[config.mk]
export PLATFORM = sky130hd
export DESIGN_NAME = state_report_tx
export DESIGN_NICKNAME = d
export VERILOG_FILES = /design/src/rtl/state_report_tx.sv
export SDC_FILE = /design/constraint.sdc
export NUM_CORES = 1
export LEC_CHECK = 0
export CAP_MARGIN = 20
export CORE_UTILIZATION = 45
export CTS_CLUSTER_SIZE = 14
export DETAILED_ROUTE_END_ITERATION = 10
export PLACE_DENSITY = 0.67
export SYNTH_ARGS = -nofsm -noshare
export SYNTH_HDL_FRONTEND = slang
export SYNTH_SLANG_ARGS = --single-unit
[constraint.sdc]
create_clock -name iClk -period 1.9 [get_ports iClk]
set_input_delay 0.38 -clock iClk [delete_from_list [all_inputs] [get_ports iClk]]
set_output_delay 0.38 -clock iClk [all_outputs]
set_load 0.02 [all_outputs]
[src/rtl/state_report_tx.sv]
`default_nettype none
// ============================================================================
//  Module      : state_report_tx
//  Description : Sends a 4-byte UART frame (HEADER, LED/state, weight,
//                checksum) whenever the spirometer state or LED level changes.
//  Revision    : 1.0 - initial release
// ============================================================================
module state_report_tx #(
    parameter int         CLKS_PER_BIT = 434,
    parameter logic [7:0] HEADER       = 8'hA5
) (
    input  logic       iClk,
    input  logic       iReset_n,
    input  logic [2:0] ivState,
    input  logic [7:0] ivPeso,
    input  logic [2:0] ivLED,
    output logic       oTx,
    output logic       oBusy,
    output logic       oFrame_Done
);

    localparam int                    c_BAUD_W   = (CLKS_PER_BIT > 1) ? $clog2(CLKS_PER_BIT) : 1;
    localparam logic [c_BAUD_W-1:0]   c_BAUD_MAX = c_BAUD_W'(CLKS_PER_BIT - 1);

    // NEXT is the single closing cycle after the last stop bit has been
    // scheduled; it hands control back to IDLE and raises the done pulse.
    typedef enum logic [2:0] {
        IDLE  = 3'd0,
        START = 3'd1,
        DATA  = 3'd2,
        STOP  = 3'd3,
        NEXT  = 3'd4
    } state_t;

    state_t                r_state;
    state_t                w_nextState;
    logic [c_BAUD_W-1:0]   r_baudCnt;
    logic [c_BAUD_W-1:0]   w_nextBaud;
    logic [2:0]            r_bitCnt;
    logic [2:0]            w_nextBit;
    logic [1:0]            r_byteIdx;
    logic [1:0]            w_nextByte;
    logic [2:0]            r_frmState;
    logic [7:0]            r_frmPeso;
    logic [2:0]            r_frmLed;
    logic [2:0]            rvLast_State;
    logic [2:0]            rvLast_LED;
    logic                  r_tx;
    logic                  r_busy;
    logic                  r_done;
    logic                  w_snap;
    logic                  w_txBit;
    logic                  w_change;
    logic                  w_baudWrap;
    logic [7:0]            w_statusByte;
    logic [7:0]            w_curByte;

    assign w_change     = (ivState != rvLast_State) || (ivLED != rvLast_LED);
    assign w_baudWrap   = (r_baudCnt == c_BAUD_MAX);
    assign w_statusByte = {r_frmLed, 2'b00, r_frmState};

    assign oTx          = r_tx;
    assign oBusy        = r_busy;
    assign oFrame_Done  = r_done;

    // Select the frame byte currently being shifted, all from the snapshot.
    always_comb begin
        w_curByte = HEADER;
        case (r_byteIdx)
            2'd0:    w_curByte = HEADER;
            2'd1:    w_curByte = w_statusByte;
            2'd2:    w_curByte = r_frmPeso;
            default: w_curByte = w_statusByte ^ r_frmPeso;
        endcase
    end

    // Next-state, counter and serial-bit decode.
    always_comb begin
        w_nextState = r_state;
        w_nextBaud  = r_baudCnt;
        w_nextBit   = r_bitCnt;
        w_nextByte  = r_byteIdx;
        w_snap      = 1'b0;
        w_txBit     = 1'b1;
        case (r_state)
            IDLE: begin
                w_nextBaud = '0;
                w_nextBit  = 3'd0;
                w_nextByte = 2'd0;
                if (w_change) begin
                    w_snap      = 1'b1;
                    w_nextState = START;
                end
            end
            START: begin
                w_txBit = 1'b0;
                if (w_baudWrap) begin
                    w_nextBaud  = '0;
                    w_nextBit   = 3'd0;
                    w_nextState = DATA;
                end else begin
                    w_nextBaud = r_baudCnt + c_BAUD_W'(1);
                end
            end
            DATA: begin
                w_txBit = w_curByte[r_bitCnt];
                if (w_baudWrap) begin
                    w_nextBaud = '0;
                    if (r_bitCnt == 3'd7) begin
                        w_nextBit   = 3'd0;
                        w_nextState = STOP;
                    end else begin
                        w_nextBit = r_bitCnt + 3'd1;
                    end
                end else begin
                    w_nextBaud = r_baudCnt + c_BAUD_W'(1);
                end
            end
            STOP: begin
                w_txBit = 1'b1;
                if (w_baudWrap) begin
                    w_nextBaud = '0;
                    if (r_byteIdx == 2'd3) begin
                        w_nextState = NEXT;
                    end else begin
                        // Straight into the next start bit: no idle gap.
                        w_nextByte  = r_byteIdx + 2'd1;
                        w_nextState = START;
                    end
                end else begin
                    w_nextBaud = r_baudCnt + c_BAUD_W'(1);
                end
            end
            NEXT: begin
                w_nextByte  = 2'd0;
                w_nextState = IDLE;
            end
            default: begin
                w_nextBaud  = '0;
                w_nextBit   = 3'd0;
                w_nextByte  = 2'd0;
                w_nextState = IDLE;
            end
        endcase
    end

    // State, counters, snapshot and registered line outputs.
    always_ff @(posedge iClk or negedge iReset_n) begin
        if (!iReset_n) begin
            r_state      <= IDLE;
            r_baudCnt    <= '0;
            r_bitCnt     <= 3'd0;
            r_byteIdx    <= 2'd0;
            r_frmState   <= 3'd0;
            r_frmPeso    <= 8'd0;
            r_frmLed     <= 3'd0;
            rvLast_State <= 3'd0;
            rvLast_LED   <= 3'd0;
            r_tx         <= 1'b1;
            r_busy       <= 1'b0;
            r_done       <= 1'b0;
        end else begin
            r_state   <= w_nextState;
            r_baudCnt <= w_nextBaud;
            r_bitCnt  <= w_nextBit;
            r_byteIdx <= w_nextByte;
            r_tx      <= w_txBit;
            r_busy    <= (w_nextState != IDLE);
            r_done    <= (r_state == NEXT);
            if (w_snap) begin
                r_frmState   <= ivState;
                r_frmPeso    <= ivPeso;
                r_frmLed     <= ivLED;
                rvLast_State <= ivState;
                rvLast_LED   <= ivLED;
            end
        end
    end

endmodule
`default_nettype wire

==> results.txt <==
- Ant diodes: 0
- For this configuration, the core starts out at a cell density of 47.6%.
* WP buf/inv: 1
- For the final database, setup skew stands at 0.00627 ns.
- The number of hold buffers added after CTS was 0.
- Sequential fraction of design power: 50.0%
- Critical path capture point type: flip-flop
- Vert. Die Dim: around 71 µm
* Detailed Routing Iterations Pass 1: 4
* Detailed-route wire length per cell: 15.6 µm
- In this run the tightest slew margin relative to its limit is 62.5%.
- The mapped netlist covers ~2100 µm².
- Maximum number of pins on one net before global-route repair: 35
- GR Util All Layers: approximately a fifth
* Die extent in x: between 70 and 80 µm
- Setup violations remaining at the end of the flow were counted as 1.
* Number of flops mapped to enable cells by yosys: 0
- Run status: finished with violations
- CTS H-tree depth: 2
* Total via count after detailed routing: ~1700
- Worst min path class: in -> async
- For this run, the leading register cell type out of synthesis is sky130_fd_sc_hd__dfrtp_1.
* Fill cell instance count of the final layout: 393
- The tree is rooted in a sky130_fd_sc_hd__clkbuf_8.
* Final period util: 101%
- TritonCTS created 5 clock buffers.
- Antenna violations before repair: 0
- Areal power density over the cells: ~750 nW/µm²
- A synthesized cell averages 10.5 µm².
* Cell at the slowest stage of the critical path: sky130_fd_sc_hd__o311ai_0
* Number of input and output port buffers inserted: 18
- DP HPWL: between 3000 and 4000 µm
- Area of the core: ~4400 µm²
- Setup repair after global routing missed its margin: yes
- The first global-routing pass estimated 7730 µm of wire.
- Register area: about 850 µm²
- The multi-input combinational cells in the finished layout cover a total of between 1000 and 1500 µm².
- Final wirelength: 4620 µm
* Register bit total from synthesis: 34
- Net Sw Frac: between 20 and 30%
* IO Pins: 19
* Final setup slack of the worst path: -0.0213 ns
* Gate family responsible for the most delay along the worst path: compound AO/OA/AOI/OAI gates
- Distinct cells, synth: 61
- At the worst endpoint, the arrival time is around 2.1 ns.
- The analysis attributes to cell leakage a power of ~1.2 nW.
- Across the VDD grid, the largest voltage drop is 353 µV.
- Fraction of layout instances using a drive strength above 1: around a quarter
- On the worst path, the slowest cell contributes a delay of between 0.5 and 0.6 ns.
- Via count of the first global-routing pass: approximately 1700
- GRT Residual Overflow: 0
- Post-layout minimum cycle time: ~1.9 ns
- On the final layout, the worst hold slack is approximately 0.51 ns.
* GP Congestion: ~0.8
- The detail route stage leaves a number of antenna-violating nets equal to 0.
* Violations in the final reports: negative setup slack
- Syn nets: approximately 230
* Clock input transition at the sequential cells of the worst setup and hold paths: approximately 0.07 ns
- Full die area: approximately 5000 µm²
- After detailed routing, the number of remaining DRC violations is 0.
- Sequential element share of the synthesized area: between 40% and 50%
- Static timing analysis puts the maximum clock frequency at 0.520 GHz.
* Share of total power in combinational logic: between 20% and 30%
- Critical path type: reg -> reg
* Fraction of registers with async set or reset after synthesis: 100%
* Cells along the critical path: ha_1 -> buf_4 -> and2_1 -> o311ai_0 -> o32ai_2 -> o22ai_2
* Later-pin clock latency in the skew report: 0.29 ns
- Count of synthesis-stage warnings from yosys: 0
* Clk pwr share: between 20% and 30%
- Critical path fanouts, max: 9
- Worst EP required: 2.11 ns
* Total negative slack: -0.0213 ns
- The internal portion of the total power is 1.41 mW.
* Count of routing violations after the opening detailed-route iteration: 160
- The final number of max-transition violations was 0.
- CTS tree: yes
* Total Power Consumption: a little under 2 mW
- Synth-to-Final Area Change: 24.1%
- For this design the total switching power over the nets is about 0.57 mW.
- The count of final hold-check violations came to 0.
- CTS saw 34 sinks.
* Number of buffers on the longest clock path: 2
- Worst slack at placement: -0.231 ns
* Final net count: approximately 270
* Instance count of the mapped netlist: 202
* Vias/cell: between 5 and 6
- Max-cap viol count: 0
* Worst Tran Pin Value: 0.561 ns
* Number of cell rows: 24
- STA classifies the critical path startpoint as a flip-flop.
-- state kept, by name (all words and copies together) (netlist names) --
name / cells
r_byteIdx: 2
r_frmPeso: 8
rvLast_LED: 3
r_baudCnt: 9
oTx: 1
rvLast_State: 3
oBusy: 1
r_bitCnt: 3
oFrame_Done: 1
r_state: 3
-- logic make-up after synthesis --
kind of cell               count (synthesis)  share of synthesized area [%]
AOI/OAI and AO/OA                         51                           19.3
DFF                                       34                           40.2
adders and majority gates                 10                           5.85
and+or+nand+nor                           60                           15.5
buffers and inverters                     20                           4.67
xor gates and xnor gates                  12                           4.96
muxes                                     15                           9.52
-- repair_timing --
item,in CTS,in global routing
resized for setup,0,4
buffers inserted,0,2
setup endpoints to repair,0,13
-- final timing paths --
check	from	to	slack (ns)	cells past startpoint
setup / recovery	r_byteIdx[0]	oTx	-0.02	6
min in group iClk	r_frmPeso[1]	r_frmPeso[1]	0.53	1
hold reg to reg	r_frmPeso[1]	r_frmPeso[1]	0.53	1
setup reg to reg	r_byteIdx[0]	oTx	-0.02	6
hold / removal	iReset_n	oFrame_Done	0.51	2
max in group asynchronous	iReset_n	oTx	1.05	2
-- routing by layer --
metal / track usage (%) / wire [µm] / vias to the layer above
met5: 0 / 0 / -
met4: 6.67 / 42 / 0
met2: 30.4 / 2080 / 40
met3: 4.56 / 215 / 4
met1: 27.8 / 2280 / 806
li1: - / - / 832
-- stage by stage --
step,std cells,cell area (µm²),util [%]
2_1_floorplan,202,2120,-
3_3_place_gp,287,2500,56.2
3_5_place_dp,287,2500,56.2
4_1_cts,295,2590,58.2
5_1_grt,297,2630,59.1
6_report,297,2630,59.1
-- cell usage in the layout, fill, tap and decap left out, types with 2 or more instances in the layout --
master	synthesis	final
sky130_fd_sc_hd__a211oi_1	3	3
sky130_fd_sc_hd__a21o_1	2	2
sky130_fd_sc_hd__a21oi_1	3	3
sky130_fd_sc_hd__a221oi_1	2	2
sky130_fd_sc_hd__a22o_1	3	3
sky130_fd_sc_hd__a31o_2	3	3
sky130_fd_sc_hd__a31oi_1	2	2
sky130_fd_sc_hd__and2_1	3	3
sky130_fd_sc_hd__and3_1	3	3
sky130_fd_sc_hd__buf_4	0	25
sky130_fd_sc_hd__clkbuf_8	0	6
sky130_fd_sc_hd__clkdlybuf4s50_1	0	18
sky130_fd_sc_hd__dfrtp_1	33	33
sky130_fd_sc_hd__ha_1	9	9
sky130_fd_sc_hd__inv_1	10	10
sky130_fd_sc_hd__mux2_2	5	5
sky130_fd_sc_hd__mux2_4	9	9
sky130_fd_sc_hd__nand2_1	20	20
sky130_fd_sc_hd__nand2b_1	3	3
sky130_fd_sc_hd__nand3_1	4	4
sky130_fd_sc_hd__nand4_1	6	6
sky130_fd_sc_hd__nor2_1	6	6
sky130_fd_sc_hd__nor2b_1	3	3
sky130_fd_sc_hd__nor3_1	3	3
sky130_fd_sc_hd__nor3b_1	2	2
sky130_fd_sc_hd__o21ai_0	10	10
sky130_fd_sc_hd__o41ai_1	2	2
sky130_fd_sc_hd__xnor2_1	10	10
sky130_fd_sc_hd__xor2_1	2	2
-- layout make-up --
class / count / area share (%)
Sequential cell: 34 / 32.4
Timing Repair Buffer: 44 / 14.8
Tap cell: 52 / 2.48
Inverter: 11 / 1.57
Clock inverter: 1 / 0.191
Clock buffer: 7 / 3.29
Multi-Input combinational cell: 148 / 45.3
-- worst register-to-register path, cell delays in order, from the launching register on --
cell and delay (ns):
sky130_fd_sc_hd__dfrtp_1 0.42, sky130_fd_sc_hd__ha_1 0.26, sky130_fd_sc_hd__buf_4 0.18, sky130_fd_sc_hd__and2_1 0.14, sky130_fd_sc_hd__o311ai_0 0.51, sky130_fd_sc_hd__o32ai_2 0.16
sky130_fd_sc_hd__o22ai_2 0.18
-- cells in the mapped netlist (4+ instances only) --
cell                      number  area [µm²]
sky130_fd_sc_hd__dfrtp_1      33         826
sky130_fd_sc_hd__nand2_1      20        75.1
sky130_fd_sc_hd__inv_1        10        37.5
sky130_fd_sc_hd__o21ai_0      10        50.1
sky130_fd_sc_hd__xnor2_1      10        87.6
sky130_fd_sc_hd__ha_1          9         113
sky130_fd_sc_hd__mux2_4        9         135
sky130_fd_sc_hd__nand4_1       6        37.5
sky130_fd_sc_hd__nor2_1        6        22.5
sky130_fd_sc_hd__mux2_2        5        56.3
sky130_fd_sc_hd__buf_2         4        20.0
sky130_fd_sc_hd__nand3_1       4        20.0
-- power groups by stage --
| stage | sequential, mW | combinational [mW] | clock, mW |
|---|---|---|---|
| 2_1_floorplan | 0.981 | 0.269 | 0 |
| 3_3_place_gp | 0.995 | 0.418 | 0 |
| 3_5_place_dp | 0.998 | 0.430 | 0 |
| 4_1_cts | 0.986 | 0.431 | 0.569 |
| 5_1_grt | 1.01 | 0.471 | 0.600 |
| 6_report | 0.987 | 0.430 | 0.558 |
No activity file was read; power rests on OpenSTA's default activity.
